File: src/rtl/roulette_pkg.sv
// Shared types and constants for the roulette spin sequencer.
package roulette_pkg;

  typedef enum logic [1:0] {IDLE, SPIN, SLOW, HOLD} spin_state_t;

  localparam int NUM_LEDS_DEFAULT = 16;
  localparam int POS_W = $clog2(NUM_LEDS_DEFAULT);

  // Fibonacci LFSR x^16+x^14+x^13+x^11+1: taps on bits 15, 13, 12, 10.
  localparam logic [15:0] LFSR_SEED = 16'hACE1;
  localparam logic [15:0] LFSR_TAPS = 16'hB400;

  function automatic logic [15:0] lfsr_next(logic [15:0] v);
    return {v[14:0], ^(v & LFSR_TAPS)};
  endfunction

endpackage

File: src/rtl/roulette_spin_ctrl_if.sv
// Button input and display-side outputs of the spin sequencer.
interface roulette_spin_ctrl_if import roulette_pkg::*; #(
  parameter int NUM_LEDS = NUM_LEDS_DEFAULT
);
  localparam int PW = $clog2(NUM_LEDS);

  logic                button;
  logic [NUM_LEDS-1:0] external_leds;
  logic [PW-1:0]       result;
  logic                result_valid;
  logic                busy;
  spin_state_t         state_o;

  modport master (input button, output external_leds, result, result_valid, busy, state_o);
  modport slave  (output button, input external_leds, result, result_valid, busy, state_o);

endinterface

File: src/rtl/button_debounce.sv
// Two-flop synchronizer, stable-level debouncer and rising-edge press pulse.
module button_debounce #(
  parameter int DEBOUNCE_CYCLES = 1_000_000
) (
  input  logic clk,
  input  logic rst,
  input  logic button,
  output logic press
);
  localparam int CW = $clog2(DEBOUNCE_CYCLES + 1);

  logic          sync1, sync2, level;
  logic [CW-1:0] cnt;

  // NOTE: sequential state uses non-blocking (<=) so every flop samples pre-edge values.
  always_ff @(posedge clk) begin
    if (rst) begin
      sync1 <= 1'b0;
      sync2 <= 1'b0;
      level <= 1'b0;
      cnt   <= '0;
      press <= 1'b0;
    end else begin
      sync1 <= button;
      sync2 <= sync1;
      press <= 1'b0;
      // Any sample agreeing with the accepted level restarts the run.
      if (sync2 == level) begin
        cnt <= '0;
      end else if (cnt == CW'(DEBOUNCE_CYCLES - 1)) begin
        level <= sync2;
        press <= sync2;
        cnt   <= '0;
      end else begin
        cnt <= cnt + CW'(1);
      end
    end
  end

endmodule

File: src/rtl/roulette_spin_ctrl.sv
// Roulette ball chase: debounced press starts a spin that decelerates and
// stops on a pseudo-random pocket, then holds the result before re-arming.
module roulette_spin_ctrl import roulette_pkg::*; #(
  parameter int NUM_LEDS        = NUM_LEDS_DEFAULT,
  parameter int DEBOUNCE_CYCLES = 1_000_000,
  parameter int BASE_PERIOD     = 2_500_000,
  parameter int PERIOD_INC      = 1_500_000,
  parameter int MAX_PERIOD      = 25_000_000,
  parameter int MIN_STEPS       = 48,
  parameter int SLOW_STEPS      = 12,
  parameter int HOLD_CYCLES     = 200_000_000
) (
  input  logic                  clk,
  input  logic                  rst,
  roulette_spin_ctrl_if.master  bus
);
  localparam int PW     = $clog2(NUM_LEDS);
  localparam int STEP_W = $clog2(MIN_STEPS + 64);

  spin_state_t       state, state_next;
  logic              press;
  logic [15:0]       lfsr;
  logic [PW-1:0]     pos;
  logic [PW-1:0]     result;
  logic              result_valid;
  logic              have_result;
  logic [31:0]       timer, period, period_sat;
  logic [STEP_W-1:0] steps_left, steps_dec;
  logic              step;

  button_debounce #(.DEBOUNCE_CYCLES(DEBOUNCE_CYCLES)) u_debounce (
    .clk    (clk),
    .rst    (rst),
    .button (bus.button),
    .press  (press)
  );

  assign step      = (timer == period - 32'd1);
  assign steps_dec = steps_left - STEP_W'(1);
  // Compare against the headroom first so the add can never wrap.
  assign period_sat = (period > 32'(MAX_PERIOD - PERIOD_INC)) ? 32'(MAX_PERIOD)
                                                              : period + 32'(PERIOD_INC);

  always_ff @(posedge clk) begin
    if (rst) state <= IDLE;
    else     state <= state_next;
  end

  // NOTE: defaults first so no path through this block can infer a latch.
  always_comb begin
    state_next        = state;
    bus.busy          = (state != IDLE);
    bus.state_o       = state;
    bus.external_leds = '0;
    if (state != IDLE || have_result) bus.external_leds = NUM_LEDS'(1) << pos;
    unique case (state)
      IDLE: if (press) state_next = SPIN;
      SPIN: if (step) begin
        if (steps_dec == '0)                           state_next = HOLD;
        else if (steps_dec <= STEP_W'(SLOW_STEPS))     state_next = SLOW;
      end
      SLOW: if (step && steps_dec == '0)               state_next = HOLD;
      HOLD: if (timer == 32'(HOLD_CYCLES - 1))         state_next = IDLE;
      default: state_next = IDLE;
    endcase
  end

  always_ff @(posedge clk) begin
    if (rst) begin
      lfsr         <= LFSR_SEED;
      pos          <= '0;
      timer        <= '0;
      period       <= '0;
      steps_left   <= '0;
      result       <= '0;
      result_valid <= 1'b0;
      have_result  <= 1'b0;
    end else begin
      lfsr         <= lfsr_next(lfsr);
      result_valid <= 1'b0;
      unique case (state)
        IDLE: if (press) begin
          steps_left <= STEP_W'(MIN_STEPS) + STEP_W'(lfsr[5:0]);
          period     <= 32'(BASE_PERIOD);
          timer      <= '0;
        end
        SPIN, SLOW: if (step) begin
          timer      <= '0;
          pos        <= pos + PW'(1);
          steps_left <= steps_dec;
          // The step entering the slow window already lengthens the next interval.
          if (steps_dec <= STEP_W'(SLOW_STEPS)) period <= period_sat;
          if (steps_dec == '0) begin
            result       <= pos + PW'(1);
            result_valid <= 1'b1;
            have_result  <= 1'b1;
          end
        end else begin
          timer <= timer + 32'd1;
        end
        HOLD: timer <= timer + 32'd1;
        default: ;
      endcase
    end
  end

  assign bus.result       = result;
  assign bus.result_valid = result_valid;

endmodule

File: src/flat_wrapper.sv
// flat-port wrapper written by rule: the top's interface ports become plain ports
module roulette_spin_ctrl_flat import roulette_pkg::*;
#(
  parameter int NUM_LEDS        = NUM_LEDS_DEFAULT,
  parameter int DEBOUNCE_CYCLES = 1_000_000,
  parameter int BASE_PERIOD     = 2_500_000,
  parameter int PERIOD_INC      = 1_500_000,
  parameter int MAX_PERIOD      = 25_000_000,
  parameter int MIN_STEPS       = 48,
  parameter int SLOW_STEPS      = 12,
  parameter int HOLD_CYCLES     = 200_000_000
)
  (clk, rst, bus_button, bus_external_leds, bus_result, bus_result_valid, bus_busy, bus_state_o);
  roulette_spin_ctrl_if #(.NUM_LEDS(NUM_LEDS)) bus_i ();
  input  logic clk;
  input  logic rst;
  input wire logic [$bits(bus_i.button)-1:0] bus_button;
  output wire logic [$bits(bus_i.external_leds)-1:0] bus_external_leds;
  output wire logic [$bits(bus_i.result)-1:0] bus_result;
  output wire logic [$bits(bus_i.result_valid)-1:0] bus_result_valid;
  output wire logic [$bits(bus_i.busy)-1:0] bus_busy;
  output wire logic [$bits(bus_i.state_o)-1:0] bus_state_o;
  assign bus_i.button = bus_button;
  assign bus_external_leds = bus_i.external_leds;
  assign bus_result = bus_i.result;
  assign bus_result_valid = bus_i.result_valid;
  assign bus_busy = bus_i.busy;
  assign bus_state_o = bus_i.state_o;
  roulette_spin_ctrl #(.NUM_LEDS(NUM_LEDS), .DEBOUNCE_CYCLES(DEBOUNCE_CYCLES), .BASE_PERIOD(BASE_PERIOD), .PERIOD_INC(PERIOD_INC), .MAX_PERIOD(MAX_PERIOD), .MIN_STEPS(MIN_STEPS), .SLOW_STEPS(SLOW_STEPS), .HOLD_CYCLES(HOLD_CYCLES)) u_core (.clk(clk), .rst(rst), .bus(bus_i));
endmodule
File: config.mk
export PLATFORM = sky130hd
export DESIGN_NAME = roulette_spin_ctrl_flat
export DESIGN_NICKNAME = d
export VERILOG_FILES = /design/src/rtl/roulette_pkg.sv /design/src/rtl/roulette_spin_ctrl_if.sv /design/src/rtl/button_debounce.sv /design/src/rtl/roulette_spin_ctrl.sv /design/src/flat_wrapper.sv
export SDC_FILE = /design/constraint.sdc
export NUM_CORES = 1
export LEC_CHECK = 0
export CORE_MARGIN = 1.5
export CORE_UTILIZATION = 43
export DETAILED_ROUTE_END_ITERATION = 7
export DONT_BUFFER_PORTS = 1
export PLACE_DENSITY = 0.61
export SLEW_MARGIN = 5
export SYNTH_ARGS = -nofsm -noshare
export SYNTH_HDL_FRONTEND = slang
export SYNTH_SLANG_ARGS = --single-unit
File: constraint.sdc
create_clock -name clk -period 3.5 [get_ports clk]
set_input_delay 0.7 -clock clk [delete_from_list [all_inputs] [get_ports clk]]
set_output_delay 0.7 -clock clk [all_outputs]
set_load 0.05 [all_outputs]
# [Word level (Yosys, flattened, before mapping)]
# Index checks and enable logic that the tools add are counted.
[word_totals] reg_bits=123
[classes] eq_ne=14 magnitude_cmp=2 addsub=7 n_shift=1 mux=20 reduce_logical=17 n_bitwise=4
[ops] operator="32-bit two-way mux" count=6
[ops] operator="32-bit case mux with 3 select lines" count=1
[ops] operator="32-bit case mux with 2 select lines" count=1
[ops] operator="32-bit by 1-bit adder with 32-bit output (second input constant)" count=1
[ops] operator="32-bit by 21-bit adder with 32-bit output (second input constant)" count=1
[ops] operator="32-bit by 28-bit == test with 1-bit output (second input constant)" count=1
[ops] operator="32-bit == test" count=1
[ops] operator="32-bit by 25-bit > comparator with 1-bit output (second input constant)" count=1
[ops] operator="32-bit by 1-bit subtractor with 32-bit output (second input constant)" count=1
[ops] operator="20-bit by 1-bit adder with 20-bit output (second input constant)" count=1
[ops] operator="20-bit == test (second input constant)" count=1
[ops] operator="16-bit two-way mux" count=1
[ops] operator="16-bit parity" count=1
[ops] operator="1-bit by 4-bit left shift with 16-bit output (first input constant)" count=1
[ops] operator="7-bit two-way mux" count=2
[ops] operator="7-bit case mux with 2 select lines" count=1
[ops] operator="2-bit two-way mux" count=6
[ops] operator="2-bit by 1-bit inequality test with 1-bit output (second input constant)" count=5
[ops] operator="3-bit OR reduction" count=3
[ops] operator="2-bit case mux with 4 select lines" count=1
[ops] operator="6-bit by 6-bit adder with 7-bit output (first input constant)" count=1
[ops] operator="7-bit by 4-bit <= comparator with 1-bit output (second input constant)" count=1
[ops] operator="7-bit logical NOT" count=1
[ops] operator="7-bit by 1-bit subtractor with 7-bit output (second input constant)" count=1
[ops] operator="17 further kinds" count=24

# [Longest topological paths before layout]
# Gate-level depths: netlist (run 1).
[logic_depth] word_depth=6 ltp_mapped=13 ltp_nobuf=11

# [Modules after synthesis]
# From an unflattened synthesis (run 1), not the netlist that was laid out.
[hier_totals] cells_unflattened=886 hier_area_um2=7074.3
[modules_own_cells] mod="roulette_spin_ctrl" area_each_um2=5995.8 cells_per_inst=762 n_inst=1
[modules_own_cells] mod="button_debounce" area_each_um2=1078.5 cells_per_inst=124 n_inst=1

# [Worst setup path before layout (run 1)]
# No wires, ideal clock.
[synth_timing] path_type="reg2reg" from="reg u_core.period[5]" to="reg u_core.pos[3]" arrival_time_ps=3519 stages_incl_launch_ff=13 n_path_buf=1 required_time_ps=3441 slack_ps=-78 path_cell_list="dfxtp_1 -> buf_6 -> inv_1 -> ha_1 -> or3b_1 -> or4_1 -> and2_1 -> a2111o_1 -> or4_4 -> nor4_4 -> nand2_2 -> or4_1 -> nand2_1"
[synth_between] elab_chain_len=3
[synth_lines] element="start, declared" line_no="roulette_spin_ctrl.sv:27" rtl="logic [31:0] timer, period, period_sat;"
[synth_lines] element="start signal, assigned" line_no="roulette_spin_ctrl.sv:84" rtl="period <= 32'(BASE_PERIOD);"
[synth_lines] element="start signal, assigned" line_no="roulette_spin_ctrl.sv:92" rtl="if (steps_dec <= STEP_W'(SLOW_STEPS)) period <= period_sat;"
[synth_lines] element="32-bit by 1-bit subtractor with 32-bit output" line_no="roulette_spin_ctrl.sv:38" rtl="assign step = (timer == period - 32'd1);"
[synth_lines] element="32-bit == test" line_no="roulette_spin_ctrl.sv:38"
[synth_lines] element="2-bit AND reduction (no source line)"
[synth_lines] element="end signal, assigned" line_no="roulette_spin_ctrl.sv:89" rtl="pos <= pos + PW'(1);"
[synth_lines] element="end, declared" line_no="roulette_spin_ctrl.sv:23" rtl="logic [PW-1:0] pos;"
# No other way between the ends.
# A chain may end at the register's enable or synchronous reset.

# [Worst setup path in the final report (run 1)]
[layout_timing] from="reg u_core.period[6]" to="reg u_core.timer[13]"
[layout_between] elab_chain_len=4
[layout_lines] element="32-bit by 1-bit subtractor with 32-bit output" line_no="roulette_spin_ctrl.sv:38"
[layout_lines] element="32-bit == test" line_no="roulette_spin_ctrl.sv:38"
[layout_lines] element="32-bit two-way mux" line_no="roulette_spin_ctrl.sv:87" rtl="SPIN, SLOW: if (step) begin"
[layout_lines] element="32-bit case mux with 3 select lines" line_no="roulette_spin_ctrl.sv:81" rtl="unique case (state)"
[layout_lines] element="end signal, assigned" line_no="roulette_spin_ctrl.sv:99" rtl="timer <= timer + 32'd1;"
[layout_lines] element="end signal, assigned" line_no="roulette_spin_ctrl.sv:101" rtl="HOLD: timer <= timer + 32'd1;"
[layout_lines] element="end, declared" line_no="roulette_spin_ctrl.sv:27"
# No other way between the ends.

==> results of run 1 <==
==> worst max-delay path, delay by kind of cell (launching register included) <==
| kind | cells | cell delay (ns) |
|---|---|---|
| flops | 1 | 0.33 |
| fa+ha+maj | 1 | 0.12 |
| compound gates | 5 | 1.05 |
| buf+inv | 4 | 0.63 |
| simple gates | 4 | 1.22 |
==> layer usage <==
layer / GRT usage, % / vias to the layer above
met5: 0 / -
met4: 6.48 / 0
met3: 5.44 / 24
met2: 36.2 / 135
met1: 27.0 / 3150
li1: - / 3320
==> timing repair <==
item / CTS / global route
endpoints found under the setup margin: 6 / 62
resized for setup: 3 / 24
setup buffers: 2 / 7
cloned: 0 / 3
hold buffers: 0 / 0
pin swaps: 7 / 9
==> cell type report <==
| cell class | count | area, sq um |
|---|---|---|
| fill | 1565 | 7510 |
| inverter | 30 | 113 |
| timing repair buffer | 94 | 729 |
| clock inverter | 13 | 124 |
| tap | 216 | 270 |
| multi-input combinational | 691 | 4460 |
| clock buffer | 19 | 433 |
| sequential | 118 | 2360 |
==> metrics by stage <==
step	setup slack [ns]	area, sq um	util (%)	TNS [ns]	hold WS [ns]
floorplan	0.0239	7100	-	0	0.389
global placement	0.0142	7770	48.5	0	0.391
detailed placement	-0.0926	7770	48.5	-0.155	0.396
CTS	-0.0273	8340	52.2	-0.0273	0.331
global route	-0.136	8490	53.1	-2.45	0.321
finish	0.0159	8490	53.1	0	0.344
==> kinds of logic (layout without fill, tap and decap cells) <==
family / count (synthesis) / count (layout) / share of synthesized area, %
compound gates: 203 / 204 / 18.9
xor+xnor: 66 / 66 / 8.16
fa+ha+maj: 18 / 18 / 3.18
buf+inv: 90 / 156 / 5.14
flops: 118 / 118 / 33.4
mux: 16 / 16 / 2.30
simple gates: 387 / 387 / 29.0
==> power by group through the flow <==
stage                     clock, mW  sequential (mW)  combinational (mW)
after CTS                      1.67             1.38               0.551
final                          1.64             1.38               0.577
after floorplan                   0             1.42               0.367
after detailed placement          0             1.41               0.546
after global routing           1.74             1.38               0.630
after global placement            0             1.41               0.544
==> layout by cell type (no fill, tap or decap), types with 9 or more instances in the layout <==
cell	n
sky130_fd_sc_hd__a211oi_1	13
sky130_fd_sc_hd__a21oi_1	57
sky130_fd_sc_hd__a22o_1	10
sky130_fd_sc_hd__a31oi_1	19
sky130_fd_sc_hd__and2_1	9
sky130_fd_sc_hd__and3_1	16
sky130_fd_sc_hd__buf_4	90
sky130_fd_sc_hd__clkbuf_16	17
sky130_fd_sc_hd__dfxtp_1	116
sky130_fd_sc_hd__ha_1	17
sky130_fd_sc_hd__inv_1	28
sky130_fd_sc_hd__mux2i_1	14
sky130_fd_sc_hd__nand2_1	87
sky130_fd_sc_hd__nand3_1	35
sky130_fd_sc_hd__nand4_1	16
sky130_fd_sc_hd__nor2_1	94
sky130_fd_sc_hd__nor2b_1	17
sky130_fd_sc_hd__nor3_1	19
sky130_fd_sc_hd__nor4_1	15
sky130_fd_sc_hd__o21ai_0	39
sky130_fd_sc_hd__or2_2	10
sky130_fd_sc_hd__or4_1	9
sky130_fd_sc_hd__xnor2_1	37
sky130_fd_sc_hd__xor2_1	29
==> worst min path at each step <==
| stage | slack [ns] | from | endpoint | depth (start not counted) |
|---|---|---|---|---|
| after floorplan | 0.39 | u_core.lfsr[9]$_SDFF_PP0_ | u_core.lfsr[10]$_SDFF_PP1_ | 1 |
| after global placement | 0.39 | u_core.lfsr[14]$_SDFF_PP0_ | u_core.lfsr[15]$_SDFF_PP1_ | 1 |
| after detailed placement | 0.40 | u_core.lfsr[9]$_SDFF_PP0_ | u_core.lfsr[10]$_SDFF_PP1_ | 1 |
| after CTS | 0.33 | rst | u_core.period[6]$_SDFFE_PP0P_ | 1 |
| after global routing | 0.32 | rst | u_core.bus.result[2]$_SDFFE_PP0P_ | 1 |
| final | 0.34 | rst | u_core.bus.result[1]$_SDFFE_PP0P_ | 1 |
==> registers in the layout (all words and copies together), names as in the netlist, 2 cells and up <==
signal / count
u_core.pos: 4
u_core.lfsr: 16
u_core.timer: 32
u_core.steps_left: 7
u_core.u_debounce.cnt: 20
u_core.bus.state_o: 2
u_core.bus.result: 4
u_core.period: 27
==> impl_metrics.yaml, run 1 <==
run_status:
  status: "completed"
routing:
  wl_met1_mm: 8.71
  vias: 6629
  route.met3.wl_um: 907
  wl_met2_mm: 8.85
  viasPerCell: 5.61
  top_layer: "met4"
  finalWirelength_mm: 18.7
  route.antenna.remaining_nets: 0
  detail_route.drc_violations: 0
  drt_first_iter_violations: 420
  dr.pass1.iters: 6
  routedWlPerCell_um: 15.8
cts:
  cts-buffers-inserted: 17
  worst_setup_hold_path_clk_slew_ns: 0.06
  clock_tree.buffer_depth: 2
  cts-root-buf: "sky130_fd_sc_hd__clkbuf_16"
  clock-sinks: 118
  cts_tree: "done"
  cts.htree.levels: 4
  worst_skew_pair.late_latency_ns: 0.42
setup_path:
  startpoint_type: "flip-flop"
  path_max_fanout: 7
  worstPathArrival_ns: 3.77
  cpMostUsedCell: "sky130_fd_sc_hd__buf_4"
  critical_path.reg2reg.endpoint: "u_core.timer[13]$_SDFFE_PP0P_"
  setup.worst_path.start: "u_core.period[6]$_SDFFE_PP0P_"
  reg2regPathDepth: 14
  reg2reg_slack_ns: 0.02
  critical-path-max-stage-delay_ns: 0.42
  critPathRequiredTime_ns: 3.79
  worstSetupEndpointType: "flip-flop"
  critical_path.endpoint: "u_core.timer[13]$_SDFFE_PP0P_"
  path_class: "reg2reg"
  path_cells: "inv_2 > ha_4 > or3b_4 > or4_4 > and2_4 > a2111oi_2 > nand4_1 > buf_4 > o41ai_4 > buf_4 > a211oi_4 > buf_4 > a41oi_1 > a31oi_1"
  cpMaxStageDelayCell: "sky130_fd_sc_hd__or4_4"
  critical_path.reg2reg.startpoint: "u_core.period[6]$_SDFFE_PP0P_"
grt:
  global_route.usage.total_pct: 21.5
  grt_max_degree: 71
  grt_pass1_wl_mm: 30.2
  overflow: 0
  grt_antenna_before_repair: 0
  first_global_vias: 6123
placed_design:
  dpl.hpwl_mm: 13.1
  place.gp.congestion: 0.902
  dp.cells: 1137
  buffer_ports.inserted: 0
synthesis:
  synth.top_cells.by_area: "sky130_fd_sc_hd__dfxtp_1 33%, sky130_fd_sc_hd__nor2_1 5.1%, sky130_fd_sc_hd__nand2_1 4.7%"
  ys_seq_elements: 118
  synth_enable_flop_cells: 0
  yosys.area.top_type: "sky130_fd_sc_hd__dfxtp_1"
  number_of_warnings_issued_by_yosys: 0
  synth_cells: 898
  netlist-cell-type-count: 74
  synthesis.nets: 919
  post-synth-top-area-fraction_pct: 33.4
  synth_seq_area_share_pct: 33.4
  netlist_area_sq_mm: 0.00708
  avgSynthCellArea_sq_um: 7.89
  ys_dominant_reg_cell: "sky130_fd_sc_hd__dfxtp_1"
  async_sr_flop_fraction_pct: 0
  synth_top_cells_by_count: "118 x sky130_fd_sc_hd__dfxtp_1, 96 x sky130_fd_sc_hd__nor2_1, 88 x sky130_fd_sc_hd__nand2_1, 60 x sky130_fd_sc_hd__a21oi_1, 48 x sky130_fd_sc_hd__clkbuf_1"
  synthMostInstantiatedCell: "sky130_fd_sc_hd__dfxtp_1"
cells_and_area:
  final_cells: 1181
  nets_final: 973
  area_growth_syn_to_layout_pct: 19.9
  drive_above_1_share_pct: 18.1
  antenna_cells: 0
floorplanning:
  floorplan.die.width_um: 131
  die_outline_area_sq_mm: 0.0172
  initial_utilization_pct: 44.3
  row_count: 46
  coreArea_sq_mm: 0.0160
  die_height_um: 131
  ios: 27
power_and_ir_drop:
  switchingPower_mw: 1.05
  worst_ir_drop_vdd_v: 0.000357
  power_frac_comb_pct: 16.0
  total_leakage_power_nw: 3.29
  share_seq_of_total_power_pct: 38.4
  power_mw: 3.60
  switching_share_pct: 29.1
  fraction_of_power_consumed_by_the_clock_network_pct: 45.5
  pwr_density_cell_mw_per_mm2: 423
  cellInternalPower_mw: 2.55
min_path:
  holdCritPathClass: "in2reg"
sta:
  setup_clock_skew_after_layout_ns: 0.00512
  setup_violations: 0
  final_period_minus_worst_setup_slack_ns: 3.48
  max_slew_violation_total_from_the_final_report: 0
  max-slew-margin-rel_pct: 51.6
  period_utilization_post_route_pct: 99.5
  fmax_ghz: 0.287
  unrepaired_setup_endpoints_after_global_routing: "yes"
  finalHoldViolCount: 0
  timing_worst_slew_pin_value_ns: 0.718
run:
  max_cap_violations: 0
Power figures use the tool's default switching activity.
==> run 2, diff against run 1 <==
--- a/config.mk
+++ b/config.mk
@@ -5,6 +5,7 @@
 export SDC_FILE = /design/constraint.sdc
 export NUM_CORES = 1
 export LEC_CHECK = 0
+export ABC_AREA = 1
 export CORE_MARGIN = 1.5
 export CORE_UTILIZATION = 43
 export DETAILED_ROUTE_END_ITERATION = 7
==> impl_metrics.yaml, run 2 <==
run_status:
  status: "complete, but fails checks"
  violations: "design-rule violations"
floorplanning:
  floorplan.die.width_um: 139
  ios: 27
  row_count: 49
  initial_utilization_pct: 43.9
  coreArea_sq_mm: 0.0180
  die_outline_area_sq_mm: 0.0192
  die_height_um: 139
synthesis:
  synthesis.nets: 1290
  synth_seq_area_share_pct: 29.8
  synthSimpleGateAreaFrac_pct: 39.9
  number_of_warnings_issued_by_yosys: 0
  ys_seq_elements: 118
  avgSynthCellArea_sq_um: 6.24
  yosys.area.top_type: "sky130_fd_sc_hd__dfxtp_1"
  netlist-cell-type-count: 37
  async_sr_flop_fraction_pct: 0
  synth_top_family_by_area: "simple AND/OR/NAND/NOR gates"
  netlist_area_sq_mm: 0.00792
  post-synth-top-area-fraction_pct: 29.8
  synthMostInstantiatedCell: "sky130_fd_sc_hd__nand2_1"
  synth_top_cells_by_count: "310 x sky130_fd_sc_hd__nand2_1, 174 x sky130_fd_sc_hd__nor2_1, 161 x sky130_fd_sc_hd__inv_1, 118 x sky130_fd_sc_hd__dfxtp_1, 99 x sky130_fd_sc_hd__nand3_1"
  synth_cells: 1269
  synth.top_cells.by_area: "sky130_fd_sc_hd__dfxtp_1 30%, sky130_fd_sc_hd__nand2_1 15%, sky130_fd_sc_hd__nor2_1 8.3%"
  ys_dominant_reg_cell: "sky130_fd_sc_hd__dfxtp_1"
  synth_enable_flop_cells: 0
  yosys-mux-area-fraction_pct: 0
  share_of_the_synthesized_area_in_compound_gates_ao_oa_aoi_oai_pct: 7.95
  synth-xor-area-share_pct: 8.08
  synth_fa_ha_area_share_pct: 2.84
routing:
  dr.pass1.iters: 8
  finalWirelength_mm: 20.3
  detail_route.drc_violations: 2
  routedWlPerCell_um: 13.5
  viasPerCell: 5.02
  route.antenna.remaining_nets: 0
  drt_first_iter_violations: 469
  vias: 7515
power_and_ir_drop:
  worst_ir_drop_vdd_v: 0.000401
  pwr_density_cell_mw_per_mm2: 626
  power_mw: 5.45
  total_leakage_power_nw: 3.95
cells_and_area:
  area_growth_syn_to_layout_pct: 10.0
  register_name_with_the_most_flops: "u_core.timer"
  post-route-cell-area_sq_mm: 0.00871
  most-common-layout-cells: "310 x sky130_fd_sc_hd__nand2_1, 173 x sky130_fd_sc_hd__nor2_1, 161 x sky130_fd_sc_hd__inv_1"
  largest_register_ff_count: 32
  nets_final: 1276
  layout.cells.most_common: "sky130_fd_sc_hd__nand2_1"
  drive_above_1_share_pct: 8.44
  top_regs: "u_core.timer: 32 flops, u_core.period: 27 flops, u_core.u_debounce.cnt: 20 flops"
  antenna_cells: 0
  final_cells: 1497
setup_path:
  path_class: "reg2out"
  startpoint_type: "flip-flop"
  critPathRequiredTime_ns: 2.80
  worstPathArrival_ns: 2.29
  worstSetupEndpointType: "output pin"
  reg2regPathDepth: 16
  path_max_fanout: 8
cts:
  cts-root-buf: "sky130_fd_sc_hd__clkbuf_16"
  cts-hold-fix-buffers: 0
  gates_resized_cts_repair: 0
  clock_tree.buffer_depth: 2
  clock-sinks: 118
  worst_skew_pair.late_latency_ns: 0.43
  post_cts.repair.setup_buffers: 0
  worst_setup_hold_path_clk_slew_ns: 0.06
  cts-buffers-inserted: 17
  cts_tree: "done"
  cts.htree.levels: 4
sta:
  finalHoldWorstSlack_ns: 0.357
  fmax_ghz: 0.335
  finalHoldViolCount: 0
  unrepaired_setup_endpoints_after_global_routing: "no"
  setup_violations: 0
  final_period_minus_worst_setup_slack_ns: 2.99
  period_utilization_post_route_pct: 85.3
  max_slew_violation_total_from_the_final_report: 0
  timing_worst_slew_pin_value_ns: 0.718
  setup_tns_ns: 0
  max-slew-margin-rel_pct: 51.7
  setup_clock_skew_after_layout_ns: 0.0145
grt:
  global_route.usage.total_pct: 21.8
  grt_pass1_wl_mm: 34.5
  overflow: 0
  grt_antenna_before_repair: 0
  grt_max_degree: 65
  first_global_vias: 7204
min_path:
  holdCritPathClass: "in2reg"
  hold-path-cell-count: 1
placed_design:
  dpl.hpwl_mm: 14.8
  place.gp.congestion: 0.896
  dp.cells: 1465
  cell_area_reported_after_detailed_placement_sq_mm: 0.00814
  buffer_ports.inserted: 0
run:
  max_cap_violations: 0
## run 2: critical path: stages, from the launching register on
cell                      delay (ns)
sky130_fd_sc_hd__dfxtp_1        0.73
sky130_fd_sc_hd__inv_1          0.21
sky130_fd_sc_hd__ha_1           0.29
sky130_fd_sc_hd__nand2_1        0.10
sky130_fd_sc_hd__nand2_1        0.17
sky130_fd_sc_hd__nor2_1         0.15
sky130_fd_sc_hd__buf_4          0.21
## run 2: stage by stage
stage | utilization [%] | setup WS, ns
global route | 48.3 | 0.201
detailed placement | 45.1 | 0.588
CTS | 48.3 | 0.491
finish | 48.3 | 0.513
global placement | 45.1 | 0.639
floorplan | - | 0.804
## run 2: logic make-up after synthesis
group,count (synthesis)
buffers and inverters,232
AOI/OAI and AO/OA,117
and+or+nand+nor,711
adders and majority gates,18
xor gates and xnor gates,73
DFF,118
## run 2: cell type report
type,count,area (sq um)
fill,1916,9310
multi-input combinational,919,4650
sequential,118,2360
inverter,175,657
clock buffer,18,429
tap,229,287
timing repair buffer,24,180
clock inverter,14,144
## run 2: path summary, 6_finish.rpt
| path | slack, ns | to | start |
|---|---|---|---|
| worst max-delay path | 0.51 | bus_external_leds[12] | u_core.bus.state_o[0]$_SDFFE_PP0P_ |
| worst min-delay path | 0.36 | u_core.u_debounce.sync1$_SDFF_PP0_ | rst |
| worst max register to register | 0.60 | u_core.period[17]$_SDFFE_PP0P_ | u_core.period[5]$_SDFFE_PP0P_ |
| worst min register to register | 0.41 | u_core.u_debounce.sync2$_SDFF_PP0_ | u_core.u_debounce.sync1$_SDFF_PP0_ |
## run 2: power breakdown
part,switching [mW],internal (mW)
sequential,0.148,1.43
clock,0.724,0.997
combinational,1.48,0.677
total,2.35,3.10
## run 2: routing by layer
metal	GRT usage (%)	part of all wire (%)	up-vias
met5	0	0	-
met4	7.62	2.4	0
met3	5.18	4.4	32
met2	36.6	46	158
met1	27.5	47	3344
li1	-	-	3981
==> run 3, diff against run 2 <==
--- a/config.mk
+++ b/config.mk
@@ -5,12 +5,14 @@
 export SDC_FILE = /design/constraint.sdc
 export NUM_CORES = 1
 export LEC_CHECK = 0
-export ABC_AREA = 1
+export CELL_PAD_IN_SITES_DETAIL_PLACEMENT = 0
+export CELL_PAD_IN_SITES_GLOBAL_PLACEMENT = 1
 export CORE_MARGIN = 1.5
 export CORE_UTILIZATION = 43
 export DETAILED_ROUTE_END_ITERATION = 7
 export DONT_BUFFER_PORTS = 1
-export PLACE_DENSITY = 0.61
+export GPL_TIMING_DRIVEN = 0
+export PLACE_DENSITY = 0.76
 export SLEW_MARGIN = 5
 export SYNTH_ARGS = -nofsm -noshare
 export SYNTH_HDL_FRONTEND = slang
==> impl_metrics.yaml, run 3 (same netlist as run 1, synthesis figures left out) <==
floorplanning:
  initial_utilization_pct: 44.3
  ios: 27
  floorplan.die.width_um: 131
  row_count: 46
  coreArea_sq_mm: 0.0160
  die_outline_area_sq_mm: 0.0172
  die_height_um: 131
setup_path:
  path_max_fanout: 8
  cpMaxStageDelayCell: "sky130_fd_sc_hd__or4b_4"
  worstPathArrival_ns: 4.05
  critical-path-max-stage-delay_ns: 0.58
  startpoint_type: "flip-flop"
  worst_path_buffer_plus_inverter_count: 3
  path_class: "reg2reg"
  worstSetupEndpointType: "flip-flop"
  cpMostUsedCell: "sky130_fd_sc_hd__or4_4"
  crit_family: "simple AND/OR/NAND/NOR gates"
  critPathRequiredTime_ns: 3.82
  path_cells: "buf_8 > or4_4 > or4_4 > a21oi_4 > o32ai_2 > or4b_4 > o41ai_4 > buf_4 > a211oi_4 > buf_6 > a21o_1 > a22o_1"
power_and_ir_drop:
  pwr_density_cell_mw_per_mm2: 410
  power_mw: 3.78
  total_leakage_power_nw: 3.42
  worst_ir_drop_vdd_v: 0.000395
sta:
  max-slew-margin-rel_pct: 41.5
  timing_worst_slew_pin_value_ns: 0.874
  setup_violations: 70
  fmax_ghz: 0.268
  period_utilization_post_route_pct: 107
  finalHoldWorstSlack_ns: 0.403
  final_period_minus_worst_setup_slack_ns: 3.73
  max_slew_violation_total_from_the_final_report: 0
  timing.final.ws_setup_ns: -0.231
  setup_tns_ns: -8.10
  unrepaired_setup_endpoints_after_global_routing: "yes"
  setup_clock_skew_after_layout_ns: 0.0127
  finalHoldViolCount: 0
routing:
  routedWlPerCell_um: 18.0
  drt_first_iter_violations: 536
  finalWirelength_mm: 21.6
  vias: 6956
  detail_route.drc_violations: 0
  viasPerCell: 5.82
  dr.pass1.iters: 5
  route.antenna.remaining_nets: 0
cells_and_area:
  largest_register_ff_count: 32
  register_name_with_the_most_flops: "u_core.timer"
  most-common-layout-cells: "114 x sky130_fd_sc_hd__dfxtp_1, 81 x sky130_fd_sc_hd__nor2_1, 76 x sky130_fd_sc_hd__nand2_1"
  drive_above_1_share_pct: 25.9
  layout.cells.most_common: "sky130_fd_sc_hd__dfxtp_1"
  top_regs: "u_core.timer: 32 flops, u_core.period: 27 flops, u_core.u_debounce.cnt: 20 flops"
  area_growth_syn_to_layout_pct: 30.3
  nets_final: 987
  antenna_cells: 0
  final_util_pct: 57.7
cts:
  worst_skew_pair.late_latency_ns: 0.43
  clock-sinks: 118
  cts.htree.levels: 4
  clock_tree.buffer_depth: 2
  worst_setup_hold_path_clk_slew_ns: 0.06
  cts-buffers-inserted: 17
  cts_tree: "done"
  cts-root-buf: "sky130_fd_sc_hd__clkbuf_16"
placed_design:
  dpl.hpwl_mm: 14.4
  dpl_worst_slack_ns: -0.850
  place.gp.congestion: 0.872
  buffer_ports.inserted: 0
grt:
  grt_max_degree: 17
  global_route.usage.total_pct: 24.9
  first_global_vias: 6458
  grt_antenna_before_repair: 0
  grt_pass1_wl_mm: 34.1
  overflow: 0
run_status:
  violations: "negative setup slack"
  status: "complete, but fails checks"
min_path:
  holdCritPathClass: "in2reg"
run:
  max_cap_violations: 0
run 3: changes by cell type in the layout (fill, tap and decap cells not counted), sizes merged, moves of 23 or more:
| cell | delta |
|---|---|
| nor2 | -94 |
| inv | -140 |
| clkbuf | +49 |
| buf | +35 |
| nand4 | -26 |
| nand2 | -226 |
| nand3 | -68 |
| xor2 | -30 |
| xnor2 | +23 |
run 3: power breakdown:
group          switching, mW  internal, mW
registers             0.0321          1.37
logic                  0.441         0.216
clock network          0.713          1.01
total                   1.19          2.59
run 3: final cells by class:
cell class / count / area (sq um)
buffer: 59 / 313
clock buffer: 18 / 439
clock inverter: 14 / 140
fill: 1535 / 6770
inverter: 30 / 118
multi-input combinational: 691 / 5060
sequential: 118 / 2370
tap: 216 / 270
timing repair buffer: 49 / 510
run 3: worst paths after layout:
kind / from / endpoint / slack (ns) / depth (start not counted)
hold reg to reg: u_core.lfsr[6]$_SDFF_PP1_ / u_core.lfsr[7]$_SDFF_PP1_ / 0.41 / 1
hold / removal: bus_button / u_core.u_debounce.sync1$_SDFF_PP0_ / 0.40 / 1
setup reg to reg: u_core.period[5]$_SDFFE_PP0P_ / u_core.timer[4]$_SDFFE_PP0P_ / -0.23 / 12
setup / recovery: u_core.period[5]$_SDFFE_PP0P_ / u_core.timer[4]$_SDFFE_PP0P_ / -0.23 / 12
run 3: repair_timing:
action,in CTS,in global routing
pin swaps,35,40
hold buffers,0,0
buffers inserted,20,23
setup endpoints to repair,89,91
gates cloned,7,1
gates resized for setup,102,116
run 3: routing by layer:
layer	share of wire, %	vias up	GRT usage [%]
li1	-	3358	-
met1	46	3369	33.2
met2	47	191	39.7
met3	5.2	38	5.05
met4	2.4	0	9.51
met5	0	-	0
run 3: worst reg2reg max path, stage by stage (launching register included):
cell and delay (ns):
sky130_fd_sc_hd__dfxtp_4 0.36, sky130_fd_sc_hd__buf_8 0.13, sky130_fd_sc_hd__or4_4 0.55, sky130_fd_sc_hd__or4_4 0.51, sky130_fd_sc_hd__a21oi_4 0.19, sky130_fd_sc_hd__o32ai_2 0.09
sky130_fd_sc_hd__or4b_4 0.58, sky130_fd_sc_hd__o41ai_4 0.36, sky130_fd_sc_hd__buf_4 0.18, sky130_fd_sc_hd__a211oi_4 0.14, sky130_fd_sc_hd__buf_6 0.22, sky130_fd_sc_hd__a21o_1 0.15
sky130_fd_sc_hd__a22o_1 0.16
run 3: per-stage QoR:
stage / area (sq um) / cells
final: 9230 / 1195
after global routing: 9230 / 1195
after CTS: 8590 / 1173
after detailed placement: 7390 / 1114
after global placement: 7370 / 1114
after floorplan: 7100 / 898
